<file path="config.mk">
export PLATFORM = sky130hd
export DESIGN_NAME = sga_status_rx
export DESIGN_NICKNAME = d
export VERILOG_FILES = /design/src/rtl/sga_serial_pkg.sv /design/src/rtl/uart_rx_7o1.sv /design/src/rtl/sga_status_rx.sv
export SDC_FILE = /design/constraint.sdc
export NUM_CORES = 1
export LEC_CHECK = 0
export ABC_AREA = 1
export BUFFER_PORTS_ARGS = -buffer_cell sky130_fd_sc_hd__buf_4
export CORE_MARGIN = 3
export CORE_UTILIZATION = 30
export CTS_CLUSTER_SIZE = 10
export DETAILED_ROUTE_END_ITERATION = 6
export HOLD_SLACK_MARGIN = 0.05
export SLEW_MARGIN = 20
export SYNTH_ARGS = -nofsm -noshare
export SYNTH_HDL_FRONTEND = slang
export SYNTH_SLANG_ARGS = --single-unit
export TNS_END_PERCENT = 50
</file>
<file path="constraint.sdc">
create_clock -name clock -period 3.1 [get_ports clock]
set_clock_uncertainty 0.2 [all_clocks]
set_input_delay 0.465 -clock clock [delete_from_list [all_inputs] [get_ports clock]]
set_output_delay 0.465 -clock clock [all_outputs]
set_load 0.05 [all_outputs]
</file>
<file path="src/rtl/sga_serial_pkg.sv">
// Shared definitions for the Snake Game Arcade serial status link (transmitter and receiver).
// Holds the frame layout constants, payload indices and the frame FSM encoding.
package sga_serial_pkg;

    localparam int unsigned FRAME_PAYLOAD_LEN = 4;

    localparam logic [6:0] ASCII_BASE = 7'h30;
    localparam logic [6:0] ASCII_MAX  = 7'h6F;
    localparam logic [6:0] FRAME_TERM = 7'h23;

    localparam logic [1:0] IDX_APPLE = 2'd0;
    localparam logic [1:0] IDX_HEAD  = 2'd1;
    localparam logic [1:0] IDX_STATE = 2'd2;
    localparam logic [1:0] IDX_FLAGS = 2'd3;

    localparam logic [1:0] FR_HUNT    = 2'd0;
    localparam logic [1:0] FR_COLLECT = 2'd1;
    localparam logic [1:0] FR_TERM    = 2'd2;

    typedef struct packed {
        logic [5:0] apple;
        logic [5:0] head;
        logic [5:0] state;
        logic [3:0] flags;
    } sga_status_t;

    function automatic logic is_payload(input logic [6:0] c);
        return (c >= ASCII_BASE) && (c <= ASCII_MAX);
    endfunction

    function automatic logic [5:0] payload_value(input logic [6:0] c);
        logic [6:0] v;
        v = c - ASCII_BASE;
        return v[5:0];
    endfunction

endpackage

</file>
<file path="src/rtl/uart_rx_7o1.sv">
// 7O1 UART character receiver: 2-FF synchroniser, baud counter and bit FSM.
// Odd parity is only enforced when SGA_RX_PARITY_EN is defined.
module uart_rx_7o1 #(
    parameter int unsigned CLKS_PER_BIT = 434
) (
    input  logic       clk_i,
    input  logic       rst_ni,
    input  logic       rx_i,
    output logic [6:0] char_o,
    output logic       char_ready_o,
    output logic       char_err_o
);

    localparam int unsigned CntW = (CLKS_PER_BIT > 1) ? $clog2(CLKS_PER_BIT) : 1;
    localparam logic [CntW-1:0] HalfLast = CntW'(CLKS_PER_BIT / 2 - 1);
    localparam logic [CntW-1:0] BitLast  = CntW'(CLKS_PER_BIT - 1);

    localparam logic [2:0] BIT_IDLE      = 3'd0;
    localparam logic [2:0] BIT_START     = 3'd1;
    localparam logic [2:0] BIT_DATA      = 3'd2;
    localparam logic [2:0] BIT_PARITY    = 3'd3;
    localparam logic [2:0] BIT_STOP      = 3'd4;
    localparam logic [2:0] BIT_WAIT_HIGH = 3'd5;

    logic            rx_meta_q, rx_sync_q, rx_prev_q;
    logic [2:0]      state_q, state_d;
    logic [CntW-1:0] cnt_q, cnt_d;
    logic [2:0]      idx_q, idx_d;
    logic [6:0]      shift_q, shift_d;
    logic            par_err_q, par_err_d;
    logic            ready, err;

    // Line idles high, so the synchroniser resets to 1 to avoid a false start edge.
    always_ff @(posedge clk_i or negedge rst_ni) begin
        if (!rst_ni) begin
            rx_meta_q <= 1'b1;
            rx_sync_q <= 1'b1;
            rx_prev_q <= 1'b1;
        end else begin
            rx_meta_q <= rx_i;
            rx_sync_q <= rx_meta_q;
            rx_prev_q <= rx_sync_q;
        end
    end

    always_comb begin
        state_d   = state_q;
        cnt_d     = cnt_q;
        idx_d     = idx_q;
        shift_d   = shift_q;
        par_err_d = par_err_q;
        ready     = 1'b0;
        err       = 1'b0;
        case (state_q)
            BIT_IDLE: begin
                if (rx_prev_q && !rx_sync_q) begin
                    state_d = BIT_START;
                    cnt_d   = '0;
                end
            end
            BIT_START: begin
                if (cnt_q == HalfLast) begin
                    cnt_d   = '0;
                    idx_d   = '0;
                    state_d = rx_sync_q ? BIT_IDLE : BIT_DATA;
                end else begin
                    cnt_d = cnt_q + CntW'(1);
                end
            end
            BIT_DATA: begin
                if (cnt_q == BitLast) begin
                    cnt_d   = '0;
                    shift_d = {rx_sync_q, shift_q[6:1]};
                    if (idx_q == 3'd6) begin
                        state_d = BIT_PARITY;
                    end else begin
                        idx_d = idx_q + 3'd1;
                    end
                end else begin
                    cnt_d = cnt_q + CntW'(1);
                end
            end
            BIT_PARITY: begin
                if (cnt_q == BitLast) begin
                    cnt_d   = '0;
                    state_d = BIT_STOP;
`ifdef SGA_RX_PARITY_EN
                    par_err_d = ~(^{shift_q, rx_sync_q});
`else
                    par_err_d = 1'b0;
`endif
                end else begin
                    cnt_d = cnt_q + CntW'(1);
                end
            end
            BIT_STOP: begin
                if (cnt_q == BitLast) begin
                    cnt_d = '0;
                    if (rx_sync_q) begin
                        state_d = BIT_IDLE;
                        ready   = ~par_err_q;
                        err     = par_err_q;
                    end else begin
                        // Framing error: hold off until the line returns high.
                        state_d = BIT_WAIT_HIGH;
                        err     = 1'b1;
                    end
                end else begin
                    cnt_d = cnt_q + CntW'(1);
                end
            end
            BIT_WAIT_HIGH: begin
                if (rx_sync_q) begin
                    state_d = BIT_IDLE;
                end
            end
            default: state_d = BIT_IDLE;
        endcase
    end

    always_ff @(posedge clk_i or negedge rst_ni) begin
        if (!rst_ni) begin
            state_q   <= BIT_IDLE;
            cnt_q     <= '0;
            idx_q     <= '0;
            shift_q   <= '0;
            par_err_q <= 1'b0;
        end else begin
            state_q   <= state_d;
            cnt_q     <= cnt_d;
            idx_q     <= idx_d;
            shift_q   <= shift_d;
            par_err_q <= par_err_d;
        end
    end

    // Strobes are combinational in the stop-sample cycle so the frame layer can register
    // its result in the very next cycle.
    assign char_o       = shift_q;
    assign char_ready_o = ready;
    assign char_err_o   = err;

endmodule

</file>
<file path="src/rtl/sga_status_rx.sv">
// Snake Game Arcade status stream receiver: reassembles '#'-delimited 4-character frames.
// Define SGA_RX_PARITY_EN to enforce odd parity on each received character.
module sga_status_rx
    import sga_serial_pkg::*;
#(
    parameter int unsigned CLKS_PER_BIT = 434
) (
    input  logic       clock,
    input  logic       reset_n,
    input  logic       rx,
    output logic [5:0] rx_apple,
    output logic [5:0] rx_head,
    output logic [5:0] rx_state,
    output logic [3:0] rx_flags,
    output logic       frame_valid,
    output logic       frame_error,
    output logic [3:0] db_state
);

    logic [6:0]  char_data;
    logic        char_ready, char_err;

    logic [1:0]  fstate_q, fstate_d;
    logic [1:0]  idx_q, idx_d;
    logic [5:0]  shadow_q [FRAME_PAYLOAD_LEN];
    logic [5:0]  shadow_d [FRAME_PAYLOAD_LEN];
    sga_status_t status_q, status_d;
    logic        valid_q, valid_d;
    logic        error_q, error_d;

    uart_rx_7o1 #(
        .CLKS_PER_BIT(CLKS_PER_BIT)
    ) u_uart_rx (
        .clk_i       (clock),
        .rst_ni      (reset_n),
        .rx_i        (rx),
        .char_o      (char_data),
        .char_ready_o(char_ready),
        .char_err_o  (char_err)
    );

    always_comb begin
        fstate_d = fstate_q;
        idx_d    = idx_q;
        shadow_d = shadow_q;
        status_d = status_q;
        valid_d  = 1'b0;
        error_d  = 1'b0;
        if (char_err) begin
            // Line errors while hunting are not frame errors: nothing was in progress.
            if (fstate_q != FR_HUNT) begin
                error_d  = 1'b1;
                fstate_d = FR_HUNT;
                idx_d    = '0;
            end
        end else if (char_ready) begin
            case (fstate_q)
                FR_HUNT: begin
                    if (char_data == FRAME_TERM) begin
                        fstate_d = FR_COLLECT;
                        idx_d    = IDX_APPLE;
                    end
                end
                FR_COLLECT: begin
                    // An early terminator falls outside the payload range too.
                    if (is_payload(char_data)) begin
                        shadow_d[idx_q] = payload_value(char_data);
                        if (idx_q == IDX_FLAGS) begin
                            fstate_d = FR_TERM;
                        end else begin
                            idx_d = idx_q + 2'd1;
                        end
                    end else begin
                        error_d  = 1'b1;
                        fstate_d = FR_HUNT;
                        idx_d    = '0;
                    end
                end
                FR_TERM: begin
                    if (char_data == FRAME_TERM) begin
                        status_d.apple = shadow_q[IDX_APPLE];
                        status_d.head  = shadow_q[IDX_HEAD];
                        status_d.state = shadow_q[IDX_STATE];
                        status_d.flags = shadow_q[IDX_FLAGS][3:0];
                        valid_d        = 1'b1;
                        fstate_d       = FR_COLLECT;
                        idx_d          = IDX_APPLE;
                    end else begin
                        error_d  = 1'b1;
                        fstate_d = FR_HUNT;
                        idx_d    = '0;
                    end
                end
                default: begin
                    fstate_d = FR_HUNT;
                    idx_d    = '0;
                end
            endcase
        end
    end

    always_ff @(posedge clock or negedge reset_n) begin
        if (!reset_n) begin
            fstate_q <= FR_HUNT;
            idx_q    <= '0;
            status_q <= '0;
            valid_q  <= 1'b0;
            error_q  <= 1'b0;
            for (int i = 0; i < FRAME_PAYLOAD_LEN; i++) begin
                shadow_q[i] <= '0;
            end
        end else begin
            fstate_q <= fstate_d;
            idx_q    <= idx_d;
            status_q <= status_d;
            valid_q  <= valid_d;
            error_q  <= error_d;
            for (int i = 0; i < FRAME_PAYLOAD_LEN; i++) begin
                shadow_q[i] <= shadow_d[i];
            end
        end
    end

    assign rx_apple    = status_q.apple;
    assign rx_head     = status_q.head;
    assign rx_state    = status_q.state;
    assign rx_flags    = status_q.flags;
    assign frame_valid = valid_q;
    assign frame_error = error_q;
    assign db_state    = {fstate_q, idx_q};

endmodule
</file>
==> results by group, run 1 <==
Timing
  • Tmin final: about 2.3 ns
  • Final setup fails: 0
  • Max-slew violations: 0
  • Fmax: ~0.43 GHz
  • Final setup TNS: 0 ns
  • RSZ-0062 raised after global routing: no
  • Hold Vio Cnt, Final: 0
  • Slew Limit Headroom: 0.370
  • Worst Max-Slew Pin Slew: approximately 0.94 ns
  • Crit share post-route: 0.747

Clock network
  • Root buf cell: clkbuf_16
  • CTS tree: done
  • Max H-tree Level: 3
  • Sink Count: 75
  • CTS max path bufs: 2
  • Reg clk slew, reported paths: ~0.060 ns
  • Post-cts resize count: 0
  • Cts bufs inserted: 9
  • Post-CTS Setup Inserts: 0
  • Clock latency at the later pin of the worst-skew pair: 0.34 ns

Setup path
  • Startpoint types: register
  • CP max-delay cell: clkinv_2
  • Crit end category: register
  • Critical Path AT: about 2.3 ns
  • Max FO, Critical Path: 23
  • CP top delay family: simple AND/OR/NAND/NOR gates
  • Buffers and inverters on the worst path: 4
  • Crit-path max cell delay: 0.38 ns
  • Crit-path most repeated cell: nand2_1
  • Setup CP Type: register to register
  • CP Cell Sequence: inv_1 > ha_1 > nand2_1 > inv_1 > nand2_1 > nor2_8 > nand3_4 > inv_2 > nand2_2 > clkinv_2 > nand2_1 > nand2_1
  • WP data required: about 3.1 ns

GRT
  • Vias in the first global route: around 2800
  • Gr ovfl total: 0
  • Largest net degree at the start of global routing: 76
  • Initial antenna violation count: 0
  • First-pass GRT wire length: around 13 mm
  • Gr usage total: 0.118

Placed design
  • Port Buffer Count: 30
  • GP Congestion: about 0.83
  • Final HPWL DP: 4.98 mm

Synth
  • Register area share after synthesis: 0.511
  • Yosys top cell area share: 0.490
  • Synthesized area: between 3000 and 4000 µm²
  • Synthesized netlist cell count: between 400 and 500
  • Synth Register Bits: 75
  • Syn avg cell area: 8.23 µm²
  • Syn Nets: approximately 470
  • Post-synth top area cell: dfrtp_1
  • Yosys cell types: 27
  • YS warnings: 0
  • Top post-synthesis cells by area: dfrtp_1 (49%), nand2_1 (18%), nand3_1 (6.3%)

Min path
  • Tightest Hold Check Type: input pin to asynchronous set/reset pin

Floorplan
  • Die Height: 117 µm
  • Initial Utilization: 0.314
  • IO Count: 31
  • Die Area: about 14000 µm²
  • Die X: 117 µm
  • Core Region: between 10000 and 15000 µm²
  • Rows: 39

Cells and area
  • Most common cell after layout, fill and taps aside: nand2_1
  • Leading cell types in the layout, fill and taps excluded: nand2_1 (175), dfrtp_1 (72), nand3_1 (46)
  • Core Util, Final: 0.373
  • Nets: 497
  • Share of cells above drive strength 1: 0.134
  • Fill count: about 1200
  • Layout area overhead: 18.8%
  • N_diodes: 0

Drt
  • WL/cell: around 12 µm
  • WL final: 7.23 mm
  • Initial DRC count: between 100 and 150
  • DRT Pass-1 Iters: 4
  • ANT nets after route: 0
  • Via count: approximately 2800
  • DRC Markers: 0
  • Vias per cell: 4.51

Power
  • P_leak: roughly 2.4 nW
  • Maximum vdd drop: between 0.3 and 0.4 mV
  • Pwr per Cell Area: around 630 nW/µm²

Flow run
  • # Max-Cap Violations: 0

Status
  • Status: complete, no violations
logic make-up (layout without fill, tap and decap cells):
kind of cell,after synthesis,in the layout,share of synthesized area
compound gates,23,23,0.0316
xor+xnor,5,5,0.0119
fa+ha+maj,15,15,0.0510
buf+inv,53,90,0.0646
flops,75,75,0.511
simple gates,276,276,0.330
layout make-up:
class	count	area (µm²)	share of cell area
flip-flops and latches	75	1880	0.430
multi-input cells	319	1560	0.357
clock buffers	11	243	0.0556
repair buffers	31	235	0.0538
well taps	143	179	0.0410
inverters	43	164	0.0375
clock inverters	5	108	0.0246
what timing repair did:
action	CTS	global route
endpoints found under the setup margin	0	0
hold endpoints to repair	1	0
hold buffers	1	0
path summary, 6_finish.rpt:
check | start | endpoint | slack, ns | depth (start not counted)
min | reset_n | rx_state[1] | 0.06 | 1
max in group asynchronous | reset_n | u_uart_rx.cnt_q[1] | 2.02 | 1
max reg2reg | u_uart_rx.cnt_q[1] | rx_apple[4] | 0.79 | 12
min reg2reg | u_uart_rx.rx_meta_q | u_uart_rx.rx_sync_q | 0.16 | 0
min in group clock | u_uart_rx.rx_meta_q | u_uart_rx.rx_sync_q | 0.16 | 0
max | u_uart_rx.cnt_q[1] | rx_apple[4] | 0.79 | 12
layer usage:
| metal | up-vias | share of wire | GRT usage |
|---|---|---|---|
| met1 | 1308 | 0.47 | 0.143 |
| met3 | 9 | 0.041 | 0.0425 |
| met2 | 46 | 0.48 | 0.196 |
| met4 | 0 | 0.013 | 0.0329 |
| li1 | 1467 | - | - |
| met5 | - | 0 | 0 |
synthesized netlist by cell type:
| master | n |
|---|---|
| nor2_8 | 2 |
| nand3_1 | 46 |
| nand2_2 | 6 |
| inv_2 | 1 |
| nand4_1 | 4 |
| nand3b_1 | 1 |
| xor2_1 | 3 |
| o21ai_0 | 16 |
| nand3_2 | 1 |
| ha_1 | 15 |
| nand2_4 | 1 |
| a31oi_1 | 1 |
| buf_6 | 4 |
| nor3_1 | 5 |
| nor2_4 | 1 |
| dfstp_2 | 3 |
| nand2_1 | 175 |
| nor2_2 | 1 |
| inv_1 | 40 |
| a21oi_1 | 6 |
| nor2_1 | 31 |
| clkinv_2 | 2 |
| buf_2 | 5 |
| clkbuf_1 | 1 |
| xnor2_1 | 2 |
| nand3_4 | 2 |
| dfrtp_1 | 72 |
stage by stage:
step	setup WS, ns	hold slack (ns)	area, µm²	power [mW]	cells
2_1_floorplan	1.19	-0.0306	3680	1.41	447
3_3_place_gp	0.774	0.148	4010	1.52	610
3_5_place_dp	0.736	0.152	4010	1.52	610
4_1_cts	0.738	0.118	4370	2.77	627
5_1_grt	0.516	0.160	4370	2.88	627
6_report	0.785	0.0639	4370	2.73	627
sequential cells by signal, summed over array words and instances (netlist names), 3 cells and up:
register / cells
rx_flags: 4
u_uart_rx.char_o: 7
rx_apple: 6
u_uart_rx.state_q: 3
shadow_q: 22
rx_head: 6
rx_state: 6
u_uart_rx.cnt_q: 9
u_uart_rx.idx_q: 3
worst reg2reg max path, delay by kind of cell (launching register included):
| family | cells | cell delay, ns |
|---|---|---|
| adder cells (fa/ha/maj) | 1 | 0.20 |
| flip-flops | 1 | 0.36 |
| buffers and inverters | 4 | 0.54 |
| AND/OR/NAND/NOR | 7 | 0.93 |
where the power goes:
group	switching (mW)	total [mW]	internal, mW	leakage, nW
sequential	0.0495	1.07	1.02	1.03
clock	0.404	1.22	0.814	0.171
combinational	0.318	0.441	0.122	1.16
Power figures use the tool's default switching activity.
==> inputs of run 2 (changes only) <==
--- a/config.mk
+++ b/config.mk
@@ -5,7 +5,7 @@
 export SDC_FILE = /design/constraint.sdc
 export NUM_CORES = 1
 export LEC_CHECK = 0
-export ABC_AREA = 1
+export ABC_AREA = 0
 export BUFFER_PORTS_ARGS = -buffer_cell sky130_fd_sc_hd__buf_4
 export CORE_MARGIN = 3
 export CORE_UTILIZATION = 30
==> constraint.sdc (replaced) <==
create_clock -name clock -period 2 [get_ports clock]
set_clock_uncertainty 0.2 [all_clocks]
set_input_delay 0.3 -clock clock [delete_from_list [all_inputs] [get_ports clock]]
set_output_delay 0.3 -clock clock [all_outputs]
set_load 0.05 [all_outputs]
==> run 2 against run 1 <==
Against the previous run: the run now ends with negative setup slack left; clock power increased by 34%; synthesized cell count is 35% lower; maximum frequency up 5.0%; sequential share of layout area fell by 7.1 points; global-route usage rose by 1.3 points; utilization increased by 6.2 points; count of clock-buffer cells in the layout shrank 1; die area rose by 0.97%; largest cell class unchanged.
==> results by group, run 2 <==
Setup path
  • CP max-delay cell: dfrtp_1
  • Setup CP Type: register to register
  • WP data required: 2.02 ns (-1.11 ns)
  • Startpoint types: register
  • Crit end category: register
  • Critical Path AT: 2.22 ns (-0.12 ns)
  • CP Cell Sequence: inv_2 > ha_1 > and4b_1 > nand4b_1 > or2_1 > buf_6 > nor3_4 > buf_12 > mux2_4
  • Max FO, Critical Path: 6 (-74%)
  • Buffers and inverters on the worst path: 3 (-1)
  • CP top delay family: simple AND/OR/NAND/NOR gates
  • Crit-path max cell delay: 0.39 ns (about the same)

Min path
  • Tightest Hold Check Type: register to register

GRT
  • Largest net degree at the start of global routing: 37 (-51%)
  • Gr ovfl total: 0 (unchanged)
  • First-pass GRT wire length: 13.7 mm (+7.9%)
  • Initial antenna violation count: 0 (unchanged)
  • Vias in the first global route: 2676 (-4.4%)
  • Gr usage total: 0.130 (+0.0130)

Drt
  • WL/cell: 14.4 µm (+25%)
  • DRT Pass-1 Iters: 4 (unchanged)
  • ANT nets after route: 0 (unchanged)
  • Initial DRC count: 116 (-16%)
  • Vias per cell: 4.65 (+3.1%)
  • WL final: 8.12 mm (+12%)
  • DRC Markers: 0 (unchanged)
  • Via count: 2614 (-7.6%)

Timing
  • Slew Limit Headroom: 0.684 (+0.314)
  • RSZ-0062 raised after global routing: yes
  • Fmax: 0.454 GHz (+5.0%)
  • Max-slew violations: 0 (unchanged)
  • Hold Vio Cnt, Final: 0 (unchanged)
  • Worst Hold Margin: 0.155 ns (+0.0909 ns)
  • Setup ws final: -0.204 ns (-0.989 ns)
  • Crit share post-route: 1.10 (+0.355)
  • Final setup TNS: -8.30 ns (-8.30 ns)
  • Final setup fails: 60 (+60)
  • Worst Max-Slew Pin Slew: 0.474 ns (-0.470 ns)
  • Tmin final: 2.20 ns (-0.111 ns)

Synth
  • Synth top cells by count: dfrtp_1 (72), mux2_2 (36), inv_1 (22)
  • Yosys top cell area share: 0.485 (-0.00495)
  • Syn Nets: 310 (-33%)
  • Post-synth ARST share: 1.00 (unchanged)
  • YS warnings: 0 (unchanged)
  • Top post-synthesis cells by area: dfrtp_1 (48%), mux2_2 (11%), mux2_4 (6.1%)
  • Most frequent cell after synthesis: dfrtp_1
  • Register area share after synthesis: 0.506 (-0.00516)
  • Main flop type after synthesis: dfrtp_1
  • Post-synth top area cell: dfrtp_1
  • Synth Register Bits: 75 (unchanged)
  • Syn avg cell area: 12.7 µm² (+55%)
  • Yosys cell types: 56 (+110%)
  • Synthesized area: 3720 µm² (+1.0%)
  • Synthesized netlist cell count: 292 (-35%)
  • Post-synth EDFFs: 0 (unchanged)

Cells and area
  • Most flops, register: shadow_q
  • Fill count: 1103 (-6.0%)
  • Leading cell types in the layout, fill and taps excluded: buf_4 (81), dfrtp_1 (70), mux2_4 (39)
  • Multi-input logic area: 1870 µm² (+20%)
  • Share of cells above drive strength 1: 0.513 (+0.378)
  • Fin cells: 562 (-10%)
  • Nets: 407 (-18%)
  • Cell area after layout: 5240 µm² (+20%)
  • N_diodes: 0 (unchanged)
  • Most common cell after layout, fill and taps aside: buf_4
  • Layout area overhead: 41.1%
  • Seq. cell area: 1880 µm² (+0.13%)
  • Core Util, Final: 0.435 (+0.0617)
  • Max reg flops: 22 (unchanged)

Power
  • Sw Ratio: 0.286 (+0.00368)
  • Psw: 1.28 mW (+65%)
  • Sequential share of power: 0.371 (-0.022)
  • Int Pwr: 3.18 mW (+62%)
  • Pwr per Cell Area: 850 nW/µm² (+36%)
  • P_leak: 2.52 nW (+6.7%)
  • Total chip power: 4.46 mW (+63%)
  • Maximum vdd drop: 0.652 mV (+84%)
  • Logic pwr share: 0.261 (+0.100)
  • Clock share of power: 0.367 (-0.079)

Floorplan
  • Initial Utilization: 0.308 (-0.00601)
  • Die Area: 13800 µm² (+0.97%)
  • IO Count: 31 (unchanged)
  • Die X: 117 µm (+0.48%)
  • Core Region: 12100 µm² (+3.0%)
  • Rows: 40 (+2.6%)
  • Die Height: 117 µm (+0.48%)

Placed design
  • Area post-placement: 4600 µm² (+15%)
  • GP Congestion: 0.781 (-5.7%)
  • Final HPWL DP: 5.33 mm (+7.1%)
  • Placed insts: 535 (-12%)
  • Port Buffer Count: 30 (unchanged)
  • Pre-CTS WS: -0.274 ns (-1.01 ns)

Clock network
  • Root buf cell: clkbuf_16
  • CTS max path bufs: 2 (unchanged)
  • Clock latency at the later pin of the worst-skew pair: 0.34 ns (about the same)
  • Sink Count: 75 (unchanged)
  • CTS tree: done
  • Cts bufs inserted: 9 (unchanged)
  • Max H-tree Level: 3 (unchanged)
  • Reg clk slew, reported paths: 0.06 ns (about the same)

Flow run
  • # Max-Cap Violations: 0 (unchanged)

Status
  • Failing checks: negative setup slack
  • Status: complete, but fails checks
[run 2: final cells by class]
class                           instances  share of cell area
Clock buffer                           10              0.0437
Multi-Input combinational cell        182               0.356
Inverter                               22              0.0157
Clock inverter                          6              0.0141
Sequential cell                        75               0.359
Tap cell                              168              0.0401
Timing Repair Buffer                   99               0.172
[run 2: kinds of logic after synthesis]
logic type,synth area share
xor+xnor,0.00236
fa+ha+maj,0.0505
buf+inv,0.0468
simple gates,0.123
flops,0.506
mux,0.186
compound gates,0.0855
[run 2: power by group through the flow]
stage / logic (mW) / clock network, mW / registers (mW)
final: 1.17 / 1.64 / 1.66
after global routing: 1.29 / 1.76 / 1.67
after CTS: 1.11 / 1.69 / 1.66
after detailed placement: 1.06 / 0 / 1.67
after global placement: 1.03 / 0 / 1.67
after floorplan: 0.631 / 0 / 1.69
[run 2: worst paths after layout]
| path | start | endpoint | slack [ns] | cells after the start |
|---|---|---|---|---|
| setup / recovery | u_uart_rx.cnt_q[1] | shadow_q[15] | -0.20 | 9 |
| hold / removal | u_uart_rx.rx_meta_q | u_uart_rx.rx_sync_q | 0.15 | 0 |
| setup reg to reg | u_uart_rx.cnt_q[1] | shadow_q[15] | -0.20 | 9 |
| hold reg to reg | u_uart_rx.rx_meta_q | u_uart_rx.rx_sync_q | 0.15 | 0 |
| max in group asynchronous | reset_n | u_uart_rx.rx_meta_q | 0.73 | 3 |
| min in group asynchronous | reset_n | rx_head[0] | 0.28 | 2 |
[run 2: metal layers]
| layer | part of all wire | track usage | up-vias |
|---|---|---|---|
| met2 | 0.46 | 0.198 | 48 |
| li1 | - | - | 1245 |
| met4 | 0.017 | 0.0436 | 0 |
| met5 | 0 | 0 | - |
| met1 | 0.48 | 0.176 | 1310 |
| met3 | 0.040 | 0.0427 | 11 |
[run 2: repair_timing]
action / in CTS / in global routing
buffers inserted: 5 / 2
hold buffers: 2 / 0
gates resized for setup: 47 / 9
endpoints found under the hold margin: 35 / 0
pin swaps: 9 / 4
cloned: 2 / 1
setup endpoints to repair: 67 / 70
